$ cat config.mk
export PLATFORM = sky130hd
export DESIGN_NAME = decode_bundle_queue
export DESIGN_NICKNAME = d
export VERILOG_FILES = /design/src/rtl/decode_bundle_queue.sv
export SDC_FILE = /design/constraint.sdc
export NUM_CORES = 1
export LEC_CHECK = 0
export ABC_AREA = 1
export CAP_MARGIN = 10
export CORE_MARGIN = 5
export CORE_UTILIZATION = 45
export DETAILED_ROUTE_END_ITERATION = 12
export GPL_TIMING_DRIVEN = 0
export PLACE_DENSITY = 0.73
export RECOVER_POWER = 25
export SLEW_MARGIN = 20
export SYNTH_ARGS = -nofsm -noshare
export SYNTH_HDL_FRONTEND = slang
export SYNTH_SLANG_ARGS = --single-unit
$ cat constraint.sdc
create_clock -name clk -period 9.23 [get_ports clk]
set_input_delay 1.846 -clock clk [delete_from_list [all_inputs] [get_ports clk]]
set_output_delay 1.846 -clock clk [all_outputs]
set_load 0.05 [all_outputs]
$ cat src/rtl/decode_bundle_queue.sv
// Multi-lane RV32 decoder feeding a bundle FIFO between fetch and rename.
// Each entry holds fully decoded lanes; outputs are zeroed whenever the queue is empty.
module decode_bundle_queue #(
  parameter int unsigned DECODE_WIDTH = 2,
  parameter int unsigned PC_W         = 32,
  parameter int unsigned FIFO_DEPTH   = 4
) (
  input  logic                         clk,
  input  logic                         rst_n,
  input  logic                         flush,
  input  logic                         in_valid,
  output logic                         in_ready,
  input  logic [32*DECODE_WIDTH-1:0]   in_instr,
  input  logic [DECODE_WIDTH-1:0]      in_lane_mask,
  input  logic [PC_W-1:0]              in_pc,
  output logic                         out_valid,
  input  logic                         out_ready,
  output logic [DECODE_WIDTH-1:0]      out_lane_valid,
  output logic [PC_W*DECODE_WIDTH-1:0] out_pc,
  output logic [7*DECODE_WIDTH-1:0]    out_opcode,
  output logic [5*DECODE_WIDTH-1:0]    out_rs1,
  output logic [5*DECODE_WIDTH-1:0]    out_rs2,
  output logic [5*DECODE_WIDTH-1:0]    out_rd,
  output logic [3*DECODE_WIDTH-1:0]    out_alu_op,
  output logic [3*DECODE_WIDTH-1:0]    out_func3,
  output logic [7*DECODE_WIDTH-1:0]    out_func7,
  output logic [DECODE_WIDTH-1:0]      out_fu_alu,
  output logic [DECODE_WIDTH-1:0]      out_fu_mem,
  output logic [DECODE_WIDTH-1:0]      out_fu_br,
  output logic [DECODE_WIDTH-1:0]      out_uses_rs1,
  output logic [DECODE_WIDTH-1:0]      out_uses_rs2,
  output logic [DECODE_WIDTH-1:0]      out_writes_rd,
  output logic [DECODE_WIDTH-1:0]      out_illegal
);

  localparam int unsigned PTR_W = $clog2(FIFO_DEPTH);
  localparam int unsigned CNT_W = PTR_W + 1;

  typedef struct packed {
    logic            lane_valid;
    logic [PC_W-1:0] pc;
    logic [6:0]      opcode;
    logic [4:0]      rs1;
    logic [4:0]      rs2;
    logic [4:0]      rd;
    logic [2:0]      alu_op;
    logic [2:0]      func3;
    logic [6:0]      func7;
    logic            fu_alu;
    logic            fu_mem;
    logic            fu_br;
    logic            uses_rs1;
    logic            uses_rs2;
    logic            writes_rd;
    logic            illegal;
  } lane_t;

  typedef lane_t [DECODE_WIDTH-1:0] bundle_t;

  function automatic lane_t decode_lane(input logic [31:0] ins, input logic en,
                                        input logic [PC_W-1:0] pc);
    lane_t d;
    d = '0;
    if (en) begin
      d.lane_valid = 1'b1;
      d.pc         = pc;
      case (ins[6:0])
        7'b0010011: begin
          d.alu_op = 3'b011; d.fu_alu = 1'b1; d.uses_rs1 = 1'b1; d.writes_rd = 1'b1;
          d.func3 = ins[14:12]; d.func7 = ins[31:25];
        end
        7'b0110111: begin
          d.alu_op = 3'b100; d.fu_alu = 1'b1; d.writes_rd = 1'b1;
        end
        7'b0110011: begin
          d.alu_op = 3'b010; d.fu_alu = 1'b1; d.uses_rs1 = 1'b1; d.uses_rs2 = 1'b1;
          d.writes_rd = 1'b1; d.func3 = ins[14:12]; d.func7 = ins[31:25];
        end
        7'b0000011: begin
          d.alu_op = 3'b000; d.fu_alu = 1'b1; d.fu_mem = 1'b1; d.uses_rs1 = 1'b1;
          d.writes_rd = 1'b1; d.func3 = ins[14:12];
        end
        7'b0100011: begin
          d.alu_op = 3'b000; d.fu_alu = 1'b1; d.fu_mem = 1'b1; d.uses_rs1 = 1'b1;
          d.uses_rs2 = 1'b1; d.func3 = ins[14:12];
        end
        7'b1100011: begin
          d.alu_op = 3'b001; d.fu_alu = 1'b1; d.fu_br = 1'b1; d.uses_rs1 = 1'b1;
          d.uses_rs2 = 1'b1; d.func3 = ins[14:12];
        end
        7'b1100111: begin
          d.alu_op = 3'b110; d.fu_alu = 1'b1; d.uses_rs1 = 1'b1; d.writes_rd = 1'b1;
          d.func3 = ins[14:12];
        end
        default: d.illegal = 1'b1;
      endcase
      if (!d.illegal) begin
        d.opcode = ins[6:0];
        d.rs1    = d.uses_rs1  ? ins[19:15] : 5'd0;
        d.rs2    = d.uses_rs2  ? ins[24:20] : 5'd0;
        d.rd     = d.writes_rd ? ins[11:7]  : 5'd0;
        // x0 destinations never count as a register write
        d.writes_rd = d.writes_rd & (|ins[11:7]);
      end
    end
    return d;
  endfunction

  bundle_t              dec_bundle;
  bundle_t              head_bundle;
  bundle_t              mem_q [FIFO_DEPTH];
  logic [PTR_W-1:0]     head_q, head_d;
  logic [PTR_W-1:0]     tail_q, tail_d;
  logic [CNT_W-1:0]     count_q, count_d;
  logic                 push, pop;

  always_comb begin
    dec_bundle = '0;
    for (int unsigned i = 0; i < DECODE_WIDTH; i++) begin
      dec_bundle[i] = decode_lane(in_instr[32*i +: 32], in_lane_mask[i],
                                  in_pc + PC_W'(4*i));
    end
  end

  assign in_ready  = (count_q < CNT_W'(FIFO_DEPTH));
  assign out_valid = (count_q != '0);
  assign push      = in_valid && in_ready && (|in_lane_mask) && !flush;
  assign pop       = out_valid && out_ready && !flush;

  always_comb begin
    head_d  = head_q;
    tail_d  = tail_q;
    count_d = count_q;
    if (flush) begin
      head_d  = '0;
      tail_d  = '0;
      count_d = '0;
    end else begin
      if (push) tail_d = tail_q + 1'b1;
      if (pop)  head_d = head_q + 1'b1;
      case ({push, pop})
        2'b10:   count_d = count_q + 1'b1;
        2'b01:   count_d = count_q - 1'b1;
        default: count_d = count_q;
      endcase
    end
  end

  always_ff @(posedge clk or negedge rst_n) begin
    if (!rst_n) begin
      head_q  <= '0;
      tail_q  <= '0;
      count_q <= '0;
    end else begin
      head_q  <= head_d;
      tail_q  <= tail_d;
      count_q <= count_d;
    end
  end

  // Storage is unreset; stale contents are hidden by out_valid masking.
  always_ff @(posedge clk) begin
    if (push) mem_q[tail_q] <= dec_bundle;
  end

  assign head_bundle = out_valid ? mem_q[head_q] : '0;

  always_comb begin
    out_lane_valid = '0;
    out_pc         = '0;
    out_opcode     = '0;
    out_rs1        = '0;
    out_rs2        = '0;
    out_rd         = '0;
    out_alu_op     = '0;
    out_func3      = '0;
    out_func7      = '0;
    out_fu_alu     = '0;
    out_fu_mem     = '0;
    out_fu_br      = '0;
    out_uses_rs1   = '0;
    out_uses_rs2   = '0;
    out_writes_rd  = '0;
    out_illegal    = '0;
    for (int unsigned i = 0; i < DECODE_WIDTH; i++) begin
      out_lane_valid[i]       = head_bundle[i].lane_valid;
      out_pc[PC_W*i +: PC_W]  = head_bundle[i].pc;
      out_opcode[7*i +: 7]    = head_bundle[i].opcode;
      out_rs1[5*i +: 5]       = head_bundle[i].rs1;
      out_rs2[5*i +: 5]       = head_bundle[i].rs2;
      out_rd[5*i +: 5]        = head_bundle[i].rd;
      out_alu_op[3*i +: 3]    = head_bundle[i].alu_op;
      out_func3[3*i +: 3]     = head_bundle[i].func3;
      out_func7[7*i +: 7]     = head_bundle[i].func7;
      out_fu_alu[i]           = head_bundle[i].fu_alu;
      out_fu_mem[i]           = head_bundle[i].fu_mem;
      out_fu_br[i]            = head_bundle[i].fu_br;
      out_uses_rs1[i]         = head_bundle[i].uses_rs1;
      out_uses_rs2[i]         = head_bundle[i].uses_rs2;
      out_writes_rd[i]        = head_bundle[i].writes_rd;
      out_illegal[i]          = head_bundle[i].illegal;
    end
  end

endmodule
==> impl_metrics.csv, run 1 <==
group,metric,value,unit
final_layout,nets,2787,
final_layout,finish.utilization,56.7,%
clock_tree,clock_sinks,607,
global_routing,grt_start_max_net_pins,24,
setup_path,worst-path-buf-inv,5,
final_layout,final_layout_size_suffix_gt1_share,7.41,%
yosys,syn_area,25700,um2
setup_path,setup.worst_path.end_class,"output port",
floorplan,coreArea,56400,um2
final_layout,layout_area_overhead,24.5,%
global_routing,antenna_found_initial,0,
clock_tree,clock_path_buffers,3,
sta,grt_setup_unrepaired,"false",
power_and_ir_drop,cell_area_power_density,297,nW/um2
global_routing,grt_first_pass_wirelength,111000,um
clock_tree,cts_inserted_buffers,60,
yosys,synth_cell_types,38,
detailed_routing,detailedRoute.firstPassIterationCount,8,
sta,final-max-slew-violation-count,0,
final_layout,diodes,0,
global_routing,total_grt_usage,23.0,%
setup_path,path_common_cell,"buf_2",
yosys,syn_area_per_cell,11.1,um2
sta,worst_max_slew_margin_expressed_relative_to_the_limit,7.58,%
sta,period_needed,5440,ps
placed_design,globalplace.congestion,0.884,
yosys,syn_inst,2321,
final_layout,final_cell_mix,"717 x nor2_1, 600 x edfxtp_1, 314 x o21ai_0, 246 x clkdlybuf4s50_1, 165 x a21oi_1",
floorplan,die_w,249,um
clock_tree,cts-htree-levels,2,
floorplan,start_util,45.5,%
setup_path,worst-path-max-fanout,10,
yosys,synth_sequential_area_ratio,70.9,%
sta,final-hold-violation-count,0,
setup_path,cp-start-kind,"flop",
setup_path,worst_path_max_delay_cell,"clkdlybuf4s50_1",
placed_design,detailed_place_hpwl,49700,um
sta,max_freq,184,MHz
final_layout,layout_commonest_cell,"nor2_1",
worst_hold_path,min_path_type,"flop to flop",
detailed_routing,ant_nets,0,
clock_tree,clk_latency,630,ps
detailed_routing,drc,0,
floorplan,floorplan.rows,87,
setup_path,critical_path_required,7380,ps
detailed_routing,postRouteWirelength,73900,um
sta,skew,29.8,ps
global_routing,grt_residual_overflow,0,
setup_path,crit_chain,"buf_2 -> inv_2 -> buf_2 -> clkbuf_1 -> o21ai_0 -> a21oi_1 -> clkdlybuf4s50_1",
floorplan,design.die.area,61900,um2
clock_tree,postCtsHoldBufs,0,
flow_run,drv.max_cap_violation_count,0,
sta,tightestPinTransition,1370,ps
power_and_ir_drop,static-leakage-power,11.6,nW
setup_path,cp_top_family,"buffers and inverters",
floorplan,floorplan.io_pins,255,
placed_design,io_buffer_count,254,
setup_path,critical-path-max-stage-delay,900,ps
detailed_routing,detail_route.vias_per_cell,5.45,
setup_path,worst-endpoint-arrival,3600,ps
power_and_ir_drop,vdd.ir_drop.worst,0.000335,V
clock_tree,cts_tree,"yes",
sta,portion_of_the_clock_cycle_consumed_by_the_worst_path_in_the_final_layout,59.0,%
yosys,synth_warnings,0,
sta,finalSetupViolations,0,
clock_tree,clock_tree.root_cell,"clkbuf_16",
detailed_routing,wl_per_cell,21.2,um
detailed_routing,vias,19000,
sta,setup-tns-final,0,ps
final_layout,num-fill-cells,4662,
yosys,ys_ff_latch,607,
global_routing,grt_pass1_vias,18600,
floorplan,floorplan.die.height,249,um
setup_path,worstSetupPathType,"flop to output port",
status,status,"finished, final reports clean",
clock_tree,cts.repair_timing.setup_buffer_count,0,
detailed_routing,initialDrtViolationCount,2014,
clock_tree,cts_repair_resize_count,0,
clock_tree,clk_pin_slew_worst_paths,60,ps
per-stage QoR:
step / setup slack [ps] / cell area, um2 / power (mW) / cells / hold WS, ps
final: 3790 / 32000 / 9.49 / 3481 / 552
after global placement: -6830 / 29200 / 7.11 / 3338 / 526
after global routing: 3680 / 32000 / 9.85 / 3481 / 610
after floorplan: 21.2 / 25700 / 5.64 / 2328 / 491
after CTS: 3800 / 32000 / 9.54 / 3481 / 547
after detailed placement: 3460 / 30100 / 7.15 / 3372 / 530
layout make-up:
type,count,area [um2],share of cell area [%]
buffer,126,538,1.68
clock buffer,71,1560,4.89
clock inverter,38,353,1.10
inverter,140,526,1.64
multi-input combinational,1455,6410,20.1
sequential,607,18200,56.9
tap,756,946,2.96
timing repair buffer,288,3430,10.7
Yosys cell counts, drive strengths merged:
library cell	instances	area, um2
fa	1	20.0
ha	5	62.6
nor2	728	2780
xnor2	2	17.5
edfxtp	600	18000
nor3	21	148
xor2	4	35.0
inv	140	526
conb	1	3.75
o22ai	1	6.26
nor4	1	6.26
o211ai	1	7.51
nand3	26	145
clkbuf	71	267
o21a	3	22.5
nand2	153	592
nand4	7	43.8
o21ai	315	1590
a211oi	1	7.51
dfrtp	7	175
or2	2	12.5
nor3b	8	60.1
and2	1	6.26
buf	55	272
a31oi	1	6.26
a21oi	166	835
worst min-delay path, stage by stage, from the launching register on:
cell	delay, ps
dfrtp_1	390
nand2_1	70
nand2_1	60
worst paths after layout:
path	slack, ps	to	depth (start not counted)	from
worst max-delay path	3790	out_illegal[1]	7	head_q[0]
worst min-delay path	550	count_q[2]	2	count_q[2]
worst max register to register	6400	mem_q[3][74]	9	count_q[2]
worst min register to register	550	count_q[2]	2	count_q[2]
max in group asynchronous	7410	tail_q[0]	1	rst_n
min in group asynchronous	1580	count_q[0]	1	rst_n
logic make-up (layout without fill, tap and decap cells):
group | after synthesis | after routing | share of synthesized area (%)
fa+ha+maj | 6 | 6 | 0.322
flops | 607 | 607 | 70.9
xor+xnor | 6 | 6 | 0.205
simple gates | 947 | 947 | 14.8
other cells | 1 | 8 | 0.0146
compound gates | 488 | 488 | 9.64
buf+inv | 266 | 663 | 4.14
power by group:
| part | switching (mW) | internal (mW) | total, mW | leakage [nW] |
|---|---|---|---|---|
| logic | 2.85 | 1.09 | 3.94 | 4.96 |
| registers | 0.0282 | 3.13 | 3.16 | 5.74 |
| clock network | 0.999 | 1.39 | 2.39 | 0.937 |
per-layer routing:
metal	global-route usage [%]	part of all wire, %
met5	0	0
met4	6.34	2.5
met3	4.01	8.4
met2	38.9	49
met1	31.0	40
state kept, by name, summed over array words and instances (netlist names):
register / flops
mem_q: 600
count_q: 3
head_q: 2
tail_q: 2
Power figures use the tool's default switching activity.
==> run 2: changes to the inputs <==
clock period = 5.59 ns   (was 9.23 ns; I/O delays follow)
==> impl_metrics.csv, run 2 (same netlist as run 1, synthesis figures left out) <==
group,metric,value,unit
setup_path,critical_path_required,4470,ps
global_routing,total_grt_usage,22.8,%
floorplan,floorplan.die.height,249,um
clock_tree,clock_tree.root_cell,"clkbuf_16",
detailed_routing,initialDrtViolationCount,1864,
final_layout,multi_input_area,6390,um2
final_layout,num-fill-cells,4632,
sta,tightestPinTransition,1400,ps
sta,final-max-slew-violation-count,0,
floorplan,design.die.area,61900,um2
detailed_routing,postRouteWirelength,73300,um
global_routing,antenna_found_initial,2,
global_routing,grt_residual_overflow,0,
sta,final-hold-violation-count,0,
worst_hold_path,min_path_type,"flop to flop",
setup_path,reg2reg_to,"mem_q[1][103]",
final_layout,seq_area,18200,um2
global_routing,grt_start_max_net_pins,24,
final_layout,top_register,"mem_q",
sta,max_freq,213,MHz
detailed_routing,ant_nets,0,
floorplan,die_w,249,um
clock_tree,clock_path_buffers,3,
sta,finalSetupViolations,0,
status,status,"finished, final reports clean",
global_routing,grt_pass1_vias,18900,
setup_path,worst-path-max-fanout,10,
sta,skew,15.4,ps
detailed_routing,vias,19000,
sta,portion_of_the_clock_cycle_consumed_by_the_worst_path_in_the_final_layout,84.1,%
sta,grt_setup_unrepaired,"false",
sta,worst_max_slew_margin_expressed_relative_to_the_limit,5.74,%
power_and_ir_drop,vdd.ir_drop.worst,0.000564,V
final_layout,layout_area_overhead,24.3,%
final_layout,reg_top3,"mem_q x600, count_q x3",
worst_hold_path,worstHoldPathCells,2,
setup_path,flop_to_flop_setup_slack,2940,ps
clock_tree,cts_tree,"yes",
worst_hold_path,timing.hold.worst_endpoint,"count_q[2]",
final_layout,nets,2786,
setup_path,worstSetupPathType,"flop to output port",
clock_tree,postCtsHoldBufs,0,
placed_design,dp_slack,787,ps
final_layout,layoutNonFillerInstCount,3479,
detailed_routing,wl_per_cell,21.1,um
placed_design,globalplace.congestion,0.909,
placed_design,dpl_cells,3371,
clock_tree,cts_inserted_buffers,60,
power_and_ir_drop,static-leakage-power,11.6,nW
setup_path,worst-r2r-cell-count,8,
sta,period_needed,4700,ps
final_layout,largest_register_ff_count,600,
clock_tree,clk_pin_slew_worst_paths,60,ps
floorplan,start_util,45.5,%
floorplan,coreArea,56400,um2
worst_hold_path,worst_hold_startpoint,"count_q[2]",
global_routing,grt_first_pass_wirelength,111000,um
placed_design,io_buffer_count,254,
flow_run,drv.max_cap_violation_count,0,
power_and_ir_drop,cell_area_power_density,493,nW/um2
detailed_routing,detailedRoute.firstPassIterationCount,6,
clock_tree,cts.repair_timing.setup_buffer_count,0,
detailed_routing,detail_route.vias_per_cell,5.45,
clock_tree,clk_latency,620,ps
final_layout,final_cell_mix,"719 x nor2_1, 600 x edfxtp_1, 313 x o21ai_0, 246 x clkdlybuf4s50_1, 166 x a21oi_1",
setup_path,cp-start-kind,"flop",
clock_tree,clock_sinks,607,
floorplan,floorplan.rows,87,
clock_tree,cts-htree-levels,2,
detailed_routing,drc,0,
clock_tree,cts_repair_resize_count,0,
setup_path,setup.worst_path.end_class,"output port",
setup_path,worst-endpoint-arrival,3580,ps
sta,timing.final.ws_setup,890,ps
sta,final.hold.worst_slack,551,ps
placed_design,detailed_place_hpwl,49700,um
setup_path,crit_start,"head_q[0]",
floorplan,floorplan.io_pins,255,
setup_path,worstReg2RegStart,"count_q[2]",
final_layout,final_layout_size_suffix_gt1_share,7.31,%
final_layout,diodes,0,
final_layout,layout_commonest_cell,"nor2_1",
run 2: power breakdown:
part	internal, mW	switching (mW)
registers	5.17	0.0469
clock network	2.40	1.66
logic	1.79	4.67
total	9.36	6.38
run 2: worst max-delay path by stage:
stage / end / slack [ps] / cells after the start
global route: out_illegal[1] / 710 / 7
finish: out_pc[34] / 890 / 7
detailed placement: mem_q[1][70] / 790 / 10
floorplan: mem_q[0][0] / -380 / 6
global placement: mem_q[0][71] / -5050 / 7
CTS: out_pc[34] / 890 / 7
run 2: area by class of cell:
cell class / count / area share, %
inverters: 140 / 1.65
multi-input cells: 1455 / 20.0
flip-flops and latches: 607 / 57.0
clock buffers: 72 / 4.91
well taps: 756 / 2.96
plain buffers: 126 / 1.69
repair buffers: 287 / 10.5
clock inverters: 36 / 1.29
run 2: per-layer routing:
metal | wire length (um) | global-route usage, % | up-vias
li1 | - | - | 8675
met1 | 28300 | 29.9 | 9202
met2 | 35700 | 38.8 | 931
met3 | 7140 | 5.04 | 146
met4 | 2060 | 6.01 | 4
met5 | 27 | 0 | -
run 2: critical path: stages, from the launching register on:
cell and delay (ps):
dfrtp_1 350, buf_2 160, inv_2 60, buf_2 400, clkbuf_1 450, o21ai_0 180, a21oi_1 440, clkdlybuf4s50_1 930
run 2: stage by stage:
stage          util, %  total power [mW]  cell area (um2)  setup TNS, ps
6_report          56.6              15.7            31900              0
5_1_grt           56.6              16.3            31900              0
4_1_cts           56.7              15.8            32000              0
3_5_place_dp      53.2              11.8            30000              0
3_3_place_gp      51.8              11.7            29200       -2997210
2_1_floorplan        -              9.30            25700        -228840
